**src/rtl/cnn_pkg.sv**
```systemverilog
// Network geometry and datapath widths shared by the CNN streaming stages.
package cnn_pkg;

  localparam int CONV_OUT_W = 24;
  localparam int CONV_OUT_H = 24;
  localparam int POOL_OUT_W = CONV_OUT_W / 2;
  localparam int POOL_OUT_H = CONV_OUT_H / 2;
  localparam int CO         = 3;
  localparam int ACC_W      = 23;
  localparam int ACT_W      = 8;
  localparam int REQ_SHIFT  = 8;

endpackage

```
**src/rtl/pool_channel.sv**
```systemverilog
// One channel of ReLU + 2x2 max pooling: horizontal hold register, a line
// buffer of horizontal maxima and the requantizer to an unsigned activation.
module pool_channel
  import cnn_pkg::*;
#(
  parameter int I_BW  = ACC_W,
  parameter int O_BW  = ACT_W,
  parameter int OW    = POOL_OUT_W,
  parameter int SHIFT = REQ_SHIFT
) (
  input  logic                        clk,
  input  logic                        i_en,
  input  logic                        i_x_odd,
  input  logic                        i_y_odd,
  input  logic [$clog2(OW)-1:0]       i_idx,
  input  logic signed [I_BW-1:0]      i_sample,
  output logic [O_BW-1:0]             o_q
);

  localparam int U_BW = I_BW - 1;

  logic [U_BW-1:0] relu_v;
  logic [U_BW-1:0] hmax;
  logic [U_BW-1:0] pooled;
  logic [U_BW-1:0] hold_q, hold_d;
  logic [U_BW-1:0] lbuf_q [OW];
  logic [U_BW-1:0] lbuf_d [OW];

  function automatic logic [U_BW-1:0] umax(input logic [U_BW-1:0] a,
                                           input logic [U_BW-1:0] b);
    return (a > b) ? a : b;
  endfunction

  // Any bit surviving above the activation width after the shift saturates.
  function automatic logic [O_BW-1:0] requant(input logic [U_BW-1:0] v);
    logic [U_BW-1:0] q;
    q = v >> SHIFT;
    if (|(q >> O_BW)) return '1;
    return q[O_BW-1:0];
  endfunction

  always_comb begin
    relu_v = i_sample[I_BW-1] ? '0 : i_sample[U_BW-1:0];
    hmax   = umax(hold_q, relu_v);
    pooled = umax(lbuf_q[i_idx], hmax);
    hold_d = hold_q;
    lbuf_d = lbuf_q;
    if (i_en && !i_x_odd) hold_d = relu_v;
    if (i_en && i_x_odd && !i_y_odd) lbuf_d[i_idx] = hmax;
  end

  // Datapath storage only; even rows always overwrite before odd rows read.
  always_ff @(posedge clk) begin
    hold_q <= hold_d;
    lbuf_q <= lbuf_d;
  end

  assign o_q = requant(pooled);

endmodule

```
**src/rtl/relu_maxpool2x2.sv**
```systemverilog
// Streaming ReLU + 2x2/2 max pool over a raster-ordered multi-channel map,
// emitting requantized 8-bit activations with output coordinates.
module relu_maxpool2x2 #(
  parameter int CO    = cnn_pkg::CO,
  parameter int I_BW  = cnn_pkg::ACC_W,
  parameter int O_BW  = cnn_pkg::ACT_W,
  parameter int IW    = cnn_pkg::CONV_OUT_W,
  parameter int IH    = cnn_pkg::CONV_OUT_H,
  parameter int SHIFT = cnn_pkg::REQ_SHIFT
) (
  input  logic                        clk,
  input  logic                        reset_n,
  input  logic                        i_clear,
  input  logic                        i_valid,
  input  logic [CO*I_BW-1:0]          i_fmap,
  output logic                        o_valid,
  output logic [CO*O_BW-1:0]          o_fmap,
  output logic [$clog2(IW/2)-1:0]     o_x,
  output logic [$clog2(IH/2)-1:0]     o_y,
  output logic                        o_frame_done
);

  import cnn_pkg::*;

  localparam int OW  = IW / 2;
  localparam int OH  = IH / 2;
  localparam int XW  = $clog2(IW);
  localparam int YW  = $clog2(IH);
  localparam int OXW = $clog2(OW);
  localparam int OYW = $clog2(OH);

  if ((IW % 2) != 0 || (IH % 2) != 0) begin : g_bad_geom
    $error("relu_maxpool2x2: IW and IH must both be even");
  end

  logic              accept;
  logic              x_last, y_last, complete;
  logic [XW-1:0]     x_cnt_q, x_cnt_d;
  logic [YW-1:0]     y_cnt_q, y_cnt_d;
  logic              o_valid_q, o_valid_d;
  logic              o_done_q, o_done_d;
  logic [CO*O_BW-1:0] o_fmap_q, o_fmap_d;
  logic [OXW-1:0]    o_x_q, o_x_d;
  logic [OYW-1:0]    o_y_q, o_y_d;
  logic [CO*O_BW-1:0] chan_q;

  for (genvar c = 0; c < CO; c++) begin : g_ch
    pool_channel #(
      .I_BW  (I_BW),
      .O_BW  (O_BW),
      .OW    (OW),
      .SHIFT (SHIFT)
    ) u_ch (
      .clk      (clk),
      .i_en     (accept),
      .i_x_odd  (x_cnt_q[0]),
      .i_y_odd  (y_cnt_q[0]),
      .i_idx    (x_cnt_q[XW-1:1]),
      .i_sample (i_fmap[c*I_BW +: I_BW]),
      .o_q      (chan_q[c*O_BW +: O_BW])
    );
  end

  always_comb begin
    accept   = i_valid && !i_clear;
    x_last   = (x_cnt_q == XW'(IW - 1));
    y_last   = (y_cnt_q == YW'(IH - 1));
    complete = accept && x_cnt_q[0] && y_cnt_q[0];

    x_cnt_d = x_cnt_q;
    y_cnt_d = y_cnt_q;
    if (i_clear) begin
      x_cnt_d = '0;
      y_cnt_d = '0;
    end else if (i_valid) begin
      x_cnt_d = x_last ? '0 : x_cnt_q + 1'b1;
      if (x_last) y_cnt_d = y_last ? '0 : y_cnt_q + 1'b1;
    end

    // Data fields hold between pulses; only valid/done are single-cycle.
    o_valid_d = complete;
    o_done_d  = complete && x_last && y_last;
    o_fmap_d  = o_fmap_q;
    o_x_d     = o_x_q;
    o_y_d     = o_y_q;
    if (complete) begin
      o_fmap_d = chan_q;
      o_x_d    = OXW'(x_cnt_q >> 1);
      o_y_d    = OYW'(y_cnt_q >> 1);
    end
  end

  always_ff @(posedge clk or negedge reset_n) begin
    if (!reset_n) begin
      x_cnt_q   <= '0;
      y_cnt_q   <= '0;
      o_valid_q <= 1'b0;
      o_done_q  <= 1'b0;
      o_fmap_q  <= '0;
      o_x_q     <= '0;
      o_y_q     <= '0;
    end else begin
      x_cnt_q   <= x_cnt_d;
      y_cnt_q   <= y_cnt_d;
      o_valid_q <= o_valid_d;
      o_done_q  <= o_done_d;
      o_fmap_q  <= o_fmap_d;
      o_x_q     <= o_x_d;
      o_y_q     <= o_y_d;
    end
  end

  assign o_valid      = o_valid_q;
  assign o_frame_done = o_done_q;
  assign o_fmap       = o_fmap_q;
  assign o_x          = o_x_q;
  assign o_y          = o_y_q;

endmodule

```
**config.mk**
```make
export PLATFORM = sky130hd
export DESIGN_NAME = relu_maxpool2x2
export DESIGN_NICKNAME = d
export VERILOG_FILES = /design/src/rtl/cnn_pkg.sv /design/src/rtl/pool_channel.sv /design/src/rtl/relu_maxpool2x2.sv
export SDC_FILE = /design/constraint.sdc
export NUM_CORES = 1
export LEC_CHECK = 0
export ABC_AREA = 1
export BUFFER_PORTS_ARGS = -buffer_cell sky130_fd_sc_hd__buf_2
export CORE_MARGIN = 5
export CORE_UTILIZATION = 65
export CTS_CLUSTER_DIAMETER = 40
export DETAILED_ROUTE_END_ITERATION = 16
export GPL_ROUTABILITY_DRIVEN = 0
export GPL_TIMING_DRIVEN = 1
export PLACE_DENSITY_LB_ADDON = 0.25
export SYNTH_ARGS = -nofsm -noshare
export SYNTH_HDL_FRONTEND = slang
export SYNTH_SLANG_ARGS = --single-unit
```
**constraint.sdc**
```tcl
create_clock -name clk -period 19.8 [get_ports clk]
set_input_delay 2.97 -clock clk [delete_from_list [all_inputs] [get_ports clk]]
set_output_delay 2.97 -clock clk [all_outputs]
set_load 0.03 [all_outputs]
```
==> metrics.md, run 1 <==
| Metric | Value |
|---|---|
| Run status | `finished clean` |
| Detail Route Antenna Nets | `0` |
| Initial DRT Pass Iterations | `9` |
| Initial antenna violation count | `0` |
| Synthesized area | `about 0.039 mm²` |
| Maximum Capacitance Violations | `0` |
| Ant. Diodes | `0` |
| Iteration-0 DRC Markers | `between 2k and 3k` |
| Die Span X | `between 200 and 300 µm` |
| Register bit count reported by yosys | `902` |
| Die Footprint | `0.0650 mm²` |
| Vias in the first global route | `about 26k` |
| Number of H-tree levels | `3` |
| Hold Crit Start | `o_y[2]$_DFFE_PN0P_` |
| Maximum ir drop on the vdd rail | `~83 µV` |
| Crit. End Element | `register` |
| Final std cell area, no fill | `approximately 0.044 mm²` |
| WL final | `between 90000 and 100000 µm` |
| Setup-violating endpoint count in the final report | `0` |
| FMAX | `about 0.13 GHz` |
| Count of cells along the worst hold path | `2` |
| Data arrival time of the worst path | `approximately 8.3 ns` |
| Wire length of the first global-routing pass | `around 150000 µm` |
| Placeable Area | `approximately 0.06 mm²` |
| Library cell used as clock root buffer | `sky130_fd_sc_hd__clkbuf_16` |
| Library cells used by synthesis | `48` |
| Clk sinks | `902` |
| Overall overflow remaining after global route | `0` |
| Area growth, synth to finish | `12.6%` |
| Hold Vio Cnt, Final | `0` |
| Main synth FF type | `sky130_fd_sc_hd__edfxtp_1` |
| Power per cell area | `around 120 mW/mm²` |
| Most common cell after layout, fill and taps aside | `sky130_fd_sc_hd__edfxtp_1` |
| Post-DR vias/cell | `6.23` |
| Min-Delay Path Class | `reg -> reg` |
| Number of setup buffers added after CTS | `0` |
| Total of buffers placed on input and output ports | `106` |
| Floorplan die height | `255 µm` |
| Compound-gate portion of the synthesized area | `10.2%` |
| Initial Util | `between 60% and 70%` |
| Worst reg2reg path depth | `20` |
| DPL Wire Length | `around 54000 µm` |
| Fraction of the mapped netlist area in adder cells | `4.30%` |
| Total Nets Final | `3489` |
| TritonCTS clock tree | `done` |
| Total via count in the routed design | `roughly 26k` |
| Count of boundary I/O pins | `~110` |
| Sink of the worst hold path | `o_y[2]$_DFFE_PN0P_` |
| Routed wire per std cell | `around 24 µm` |
| Count of standard-cell rows | `89` |
| Most frequent cells in the layout | `858 x sky130_fd_sc_hd__edfxtp_1, 735 x sky130_fd_sc_hd__nand2_1, 313 x sky130_fd_sc_hd__inv_1` |
| Post-CTS Hold Buffers | `0` |
| Clock Latency Late Sink | `between 0.6 and 0.7 ns` |
| Area after DPL | `about 0.04 mm²` |
| Layout Skew | `about 0.032 ns` |
| Share of synthesized area spent on multiplexers | `0%` |
| Share of layout cells above drive strength 1 | `14.5%` |
| Proportion of register bits with asynchronous set or reset after synthesis | `4.88%` |
| Yosys warning total | `0` |
| Simple-Gate Fraction of Synth Area | `11.3%` |
| Worst reg2reg setup slack | `about 15 ns` |
| Max-Slew Margin vs Limit | `18.5%` |
| Static leakage | `about 17 nW` |
| Required time of the worst setup path | `between 20 and 25 ns` |
| Total GRT Usage | `about 30%` |
| Highest net fanout along the worst path | `38` |
| Worst-margin pin slew | `approximately 1.2 ns` |
| Average size of a mapped cell | `around 12 µm²` |
| Largest family of logic cells by synthesized area | `simple AND/OR/NAND/NOR gates` |
| Setup TNS | `0 ns` |
| Cells after synthesis | `3157` |
| Max Slew Vio Count | `0` |
| Crit share post-route | `between 30% and 40%` |
| RSZ-0062 raised after global routing | `no` |
| DR DRC count | `0` |
| Resize count post-CTS | `0` |
| Post-layout min period | `slightly below 8 ns` |
| Pin count of the biggest net entering global routing | `about 160` |
| Clock edge transition at the registers on the reported setup and hold paths | `approximately 0.060 ns` |
| Worst setup path category | `in -> reg` |
| Bufs on Longest Clock Path | `3` |
| End of the worst register-to-register path | `o_fmap[15]$_DFFE_PN0P_` |
| Number of enable flip-flop cells after synthesis | `between 800 and 900` |
| Number of nets in the synthesized netlist | `approximately 3.4k` |
| Worst flop-to-flop path startpoint | `x_cnt_q[2]$_DFFE_PN0P_` |
| Sequential cell area fraction in the yosys report | `between 60% and 70%` |
| TritonCTS Buffers | `108` |
| Critical path startpoint category | `input pin` |
| Xor and xnor area share after synthesis | `0%` |
## report_power, final
group	internal [mW]	total, mW	switching (mW)
clock	1.21	2.02	0.815
sequential	2.22	2.26	0.0333
combinational	0.265	0.911	0.645
total	3.70	5.19	1.49
## Yosys cell counts (2+ instances only)
library cell | number | share of area (%)
sky130_fd_sc_hd__nand3_2 | 2 | 0.051
sky130_fd_sc_hd__nand2_1 | 735 | 7.1
sky130_fd_sc_hd__nand2_4 | 3 | 0.087
sky130_fd_sc_hd__nand4_2 | 4 | 0.13
sky130_fd_sc_hd__dfrtp_1 | 44 | 2.8
sky130_fd_sc_hd__nand4_1 | 23 | 0.37
sky130_fd_sc_hd__nand3b_1 | 9 | 0.17
sky130_fd_sc_hd__or2_2 | 24 | 0.39
sky130_fd_sc_hd__buf_2 | 49 | 0.63
sky130_fd_sc_hd__a21o_1 | 5 | 0.096
sky130_fd_sc_hd__nand2_2 | 5 | 0.080
sky130_fd_sc_hd__nor4_1 | 2 | 0.032
sky130_fd_sc_hd__o21ai_2 | 9 | 0.20
sky130_fd_sc_hd__inv_1 | 316 | 3.0
sky130_fd_sc_hd__nor3_2 | 2 | 0.051
sky130_fd_sc_hd__buf_4 | 15 | 0.29
sky130_fd_sc_hd__o211ai_1 | 3 | 0.058
sky130_fd_sc_hd__nor2_4 | 3 | 0.087
sky130_fd_sc_hd__o22ai_1 | 74 | 1.2
sky130_fd_sc_hd__o21a_1 | 2 | 0.039
sky130_fd_sc_hd__clkinv_1 | 5 | 0.048
sky130_fd_sc_hd__a21oi_1 | 83 | 1.1
sky130_fd_sc_hd__a22oi_2 | 19 | 0.61
sky130_fd_sc_hd__o21bai_1 | 4 | 0.077
sky130_fd_sc_hd__nor3_1 | 16 | 0.21
sky130_fd_sc_hd__buf_6 | 16 | 0.46
sky130_fd_sc_hd__buf_1 | 6 | 0.058
sky130_fd_sc_hd__o21ai_1 | 15 | 0.19
sky130_fd_sc_hd__o21ai_0 | 84 | 1.1
sky130_fd_sc_hd__or3_1 | 4 | 0.064
sky130_fd_sc_hd__nor2_1 | 156 | 1.5
sky130_fd_sc_hd__nor2_2 | 9 | 0.14
sky130_fd_sc_hd__a22o_1 | 5 | 0.11
sky130_fd_sc_hd__inv_2 | 29 | 0.28
sky130_fd_sc_hd__ha_1 | 134 | 4.3
sky130_fd_sc_hd__edfxtp_1 | 858 | 66
sky130_fd_sc_hd__a41oi_1 | 7 | 0.16
sky130_fd_sc_hd__a21oi_2 | 24 | 0.54
sky130_fd_sc_hd__nand3_1 | 54 | 0.69
sky130_fd_sc_hd__a22oi_1 | 244 | 4.7
sky130_fd_sc_hd__a31oi_1 | 4 | 0.064
sky130_fd_sc_hd__clkbuf_1 | 46 | 0.44
## per-layer routing
layer / routed length [µm] / global-route usage [%] / vias up
met5: 0 / 0 / -
met4: 3940 / 11.9 / 0
met3: 10200 / 5.28 / 305
met2: 47900 / 50.8 / 1543
met1: 35700 / 39.8 / 12511
li1: - / - / 11504
## cells by family (layout without fill, tap and decap cells)
logic type | after synthesis | count (layout)
buf+inv | 482 | 702
fa+ha+maj | 134 | 134
flops | 902 | 902
simple gates | 1054 | 1054
compound gates | 585 | 585
## cell type report
cell class | instances | area [µm²]
Multi-Input combinational cell | 1773 | 10200
Inverter | 350 | 1320
Clock inverter | 88 | 940
Clock buffer | 117 | 2790
Fill cell | 3615 | 15300
Sequential cell | 902 | 26900
Timing Repair Buffer | 147 | 851
Tap cell | 773 | 967
## per-stage QoR
step                std cells  hold slack, ns  worst slack, ns  utilization, %  power [mW]
finish                   4150           0.479            12.10            74.1        5.19
global route             4150           0.522            11.64            74.1        5.39
CTS                      4150           0.484            11.94            74.1        5.20
detailed placement       3945           0.470            11.25            67.8        3.18
global placement         3945           0.464            11.45            67.8        3.14
floorplan                3157           0.489            11.13               -        2.92
## registers in the layout, summed over array words and instances, names as in the netlist
name,cells
g_ch.u_ch.hold_q,66
g_ch.u_ch.lbuf_q,792
o_fmap,24
o_frame_done,1
o_valid,1
o_x,4
o_y,4
x_cnt_q,5
y_cnt_q,5
## critical path, stage by stage
cell	delay (ns)
sky130_fd_sc_hd__buf_2	0.22
sky130_fd_sc_hd__nor2_1	0.32
sky130_fd_sc_hd__inv_1	0.10
sky130_fd_sc_hd__ha_1	0.32
sky130_fd_sc_hd__nand2_1	0.08
sky130_fd_sc_hd__nor2_1	0.17
sky130_fd_sc_hd__nand2_1	0.11
sky130_fd_sc_hd__nor2_2	0.16
sky130_fd_sc_hd__nand4_2	0.23
sky130_fd_sc_hd__nand2_2	0.62
sky130_fd_sc_hd__nand2_1	0.20
sky130_fd_sc_hd__nand2_1	0.44
sky130_fd_sc_hd__inv_1	0.09
sky130_fd_sc_hd__ha_1	0.29
sky130_fd_sc_hd__nand2_1	0.06
sky130_fd_sc_hd__nor2_1	0.14
sky130_fd_sc_hd__nand2_1	0.12
sky130_fd_sc_hd__nor2_1	0.16
sky130_fd_sc_hd__nand4_1	0.11
sky130_fd_sc_hd__nand2_1	0.38
sky130_fd_sc_hd__clkinv_1	0.44
sky130_fd_sc_hd__nand4_2	0.26
sky130_fd_sc_hd__nand2_4	0.13
sky130_fd_sc_hd__a21oi_2	0.15
## how the worst max path moves through the flow
stage               startpoint  depth (start not counted)                                  to  slack, ns
global placement    i_fmap[45]                         22               o_fmap[8]$_DFFE_PN0P_      11.45
detailed placement  i_fmap[45]                         22              o_fmap[12]$_DFFE_PN0P_      11.25
global route        i_fmap[45]                         25              o_fmap[13]$_DFFE_PN0P_      11.64
CTS                 i_fmap[45]                         22              o_fmap[15]$_DFFE_PN0P_      11.94
finish              i_fmap[45]                         24              o_fmap[15]$_DFFE_PN0P_      12.10
floorplan              i_valid                          6  g_ch[0].u_ch.lbuf_q[110]$_DFFE_PP_      11.13
Note: power is estimated with default switching activity, not from simulation.
==> inputs of run 2 (changes only) <==
--- a/config.mk
+++ b/config.mk
@@ -8,7 +8,7 @@
 export ABC_AREA = 1
 export BUFFER_PORTS_ARGS = -buffer_cell sky130_fd_sc_hd__buf_2
 export CORE_MARGIN = 5
-export CORE_UTILIZATION = 65
+export CORE_UTILIZATION = 62
 export CTS_CLUSTER_DIAMETER = 40
 export DETAILED_ROUTE_END_ITERATION = 16
 export GPL_ROUTABILITY_DRIVEN = 0
==> constraint.sdc (replaced) <==
create_clock -name clk -period 7.7 [get_ports clk]
set_input_delay 1.155 -clock clk [delete_from_list [all_inputs] [get_ports clk]]
set_output_delay 1.155 -clock clk [all_outputs]
set_load 0.03 [all_outputs]
==> run 2 against run 1 <==
  * Clock skew down 0.0094 ns
  * Die area up 4.6%
  * Worst hold slack gained 0.0019 ns
==> metrics.md, run 2 (synthesis results as in run 1) <==
| Metric | Value |
|---|---|
| Run status | `finished clean` |
| Maximum cell stage delay along the critical path | `roughly 1.2 ns` |
| Post-layout min period | `between 5 and 6 ns` |
| TritonCTS Buffers | `about 110` |
| Switching fraction of total power | `roughly 28%` |
| Maximum ir drop on the vdd rail | `256 µV` |
| Psw | `approximately 3.8 mW` |
| Power share of the clock group | `approximately two fifths` |
| Total Nets Final | `between 3k and 4k` |
| Clock edge transition at the registers on the reported setup and hold paths | `0.06 ns` |
| Register Area | `~0.027 mm²` |
| Total GRT Usage | `between 20 and 30%` |
| Crit share post-route | `approximately three quarters` |
| Number of flip-flops in the largest register | `792` |
| Min-Delay Path Class | `reg -> reg` |
| Post-DR vias/cell | `about 6` |
| Iteration-0 DRC Markers | `2883` |
| Library cell used as clock root buffer | `sky130_fd_sc_hd__clkbuf_16` |
| Hold Vio Cnt, Final | `0` |
| Floorplan die height | `between 200 and 300 µm` |
| Slowest stage cell on the critical path | `sky130_fd_sc_hd__o21ai_0` |
| Maximum Capacitance Violations | `0` |
| Sequential share of power | `43.0%` |
| Resize count post-CTS | `0` |
| FMAX | `roughly 0.18 GHz` |
| Routed wire per std cell | `~23 µm` |
| Combinational share of power | `about 17%` |
| Layout Skew | `about 0.023 ns` |
| Worst-margin pin slew | `around 1.3 ns` |
| Worst reg2reg setup slack | `around 2.7 ns` |
| Crit. End Element | `register` |
| Critical path buffers and inverters | `6` |
| TritonCTS clock tree | `done` |
| Most frequent cells in the layout | `858 x sky130_fd_sc_hd__edfxtp_1, 735 x sky130_fd_sc_hd__nand2_1, 313 x sky130_fd_sc_hd__inv_1` |
| Post-layout power | `around 14 mW` |
| Initial Util | `about 62%` |
| Max Slew Vio Count | `0` |
| Non-filler cells, final | `4232` |
| Share of layout cells above drive strength 1 | `between 10% and 20%` |
| RSZ-0062 raised after global routing | `no` |
| Static leakage | `17.1 nW` |
| Count of boundary I/O pins | `around 110` |
| Critical path startpoint category | `input pin` |
| Internal Dissipation | `between 9 and 10 mW` |
| Setup-violating endpoint count in the final report | `0` |
| Fillers | `approximately 4.2k` |
| Worst setup path category | `in -> reg` |
| Setup TNS | `0 ns` |
| Vias in the first global route | `between 20k and 30k` |
| Initial DRT Pass Iterations | `7` |
| Data arrival time of the worst path | `6.21 ns` |
| Clock Latency Late Sink | `around 0.66 ns` |
| Multi-input combinational cell area | `around 0.010 mm²` |
| Bufs on Longest Clock Path | `3` |
| WL final | `slightly below 100000 µm` |
| Number of H-tree levels | `3` |
| Number of placed instances with taps included | `about 4.0k` |
| Required time of the worst setup path | `about 8 ns` |
| Critical path's top delay family | `simple AND/OR/NAND/NOR gates` |
| Detail Route Antenna Nets | `0` |
| Post-CTS Hold Buffers | `0` |
| Highest net fanout along the worst path | `38` |
| Ant. Diodes | `0` |
| Total via count in the routed design | `roughly 26k` |
| Die Footprint | `between 0.06 and 0.07 mm²` |
| Die Span X | `261 µm` |
| Placeable Area | `0.0626 mm²` |
| Clk sinks | `902` |
| Initial antenna violation count | `0` |
| Area growth, synth to finish | `13.3%` |
| Most common cell after layout, fill and taps aside | `sky130_fd_sc_hd__edfxtp_1` |
| Total of buffers placed on input and output ports | `roughly 110` |
| Largest register by flop count | `g_ch.u_ch.lbuf_q` |
| DPL Wire Length | `between 50000 and 60000 µm` |
| Max-Slew Margin vs Limit | `9.91%` |
| DR DRC count | `0` |
| Wire length of the first global-routing pass | `between 100000 and 150000 µm` |
| Number of setup buffers added after CTS | `0` |
| Overall overflow remaining after global route | `0` |
| Pin count of the biggest net entering global routing | `164` |
| Power per cell area | `~300 mW/mm²` |
| Count of standard-cell rows | `just over 90` |
| Cell type with the highest occurrence count on the critical path | `sky130_fd_sc_hd__nand2_1` |
| Final core utilization | `a little over two thirds` |
## run 2: final timing paths
path | end | start | cells past startpoint
worst max register to register | o_fmap[4]$_DFFE_PN0P_ | g_ch[0].u_ch.hold_q[13]$_DFFE_PP_ | 22
worst min-delay path | o_y[1]$_DFFE_PN0P_ | o_y[1]$_DFFE_PN0P_ | 2
min in group asynchronous | o_valid$_DFF_PN0_ | reset_n | 2
worst max-delay path | o_fmap[4]$_DFFE_PN0P_ | i_fmap[22] | 25
worst min register to register | o_y[1]$_DFFE_PN0P_ | o_y[1]$_DFFE_PN0P_ | 2
max in group asynchronous | y_cnt_q[4]$_DFFE_PN0P_ | reset_n | 2
## run 2: power by group through the flow
stage                     logic, mW  registers, mW  clock network (mW)
after global routing           2.57           5.82                5.65
after CTS                      2.32           5.81                5.42
after detailed placement       2.29           5.90                   0
after global placement         2.20           5.90                   0
after floorplan                1.50           6.01                   0
final                          2.33           5.81                5.38
## run 2: area by class of cell
cell class	instances	area share, %
flip-flops and latches	902	60.8
well taps	846	2.40
repair buffers	150	2.01
multi-input cells	1773	23.0
clock inverters	82	2.17
clock buffers	129	6.61
inverters	350	2.99
## run 2: worst min-delay path, stage by stage, from the launching register on
cell	delay [ns]
sky130_fd_sc_hd__dfrtp_1	0.34
sky130_fd_sc_hd__nand2_1	0.05
sky130_fd_sc_hd__o21ai_0	0.06
## run 2: metal layers
layer  track usage, %  share of wire (%)
met1             38.4                 39
met2             48.1                 50
met3             4.08                8.7
met4             9.60                3.0
met5                0                  0
## run 2: through the flow
| step | setup slack [ns] | instance area [µm²] | hold slack, ns |
|---|---|---|---|
| 4_1_cts | 2.07 | 44200 | 0.483 |
| 3_5_place_dp | 1.38 | 40300 | 0.468 |
| 3_3_place_gp | 1.56 | 40300 | 0.461 |
| 2_1_floorplan | 0.841 | 39000 | 0.489 |
| 6_report | 2.04 | 44200 | 0.480 |
| 5_1_grt | 1.52 | 44200 | 0.520 |
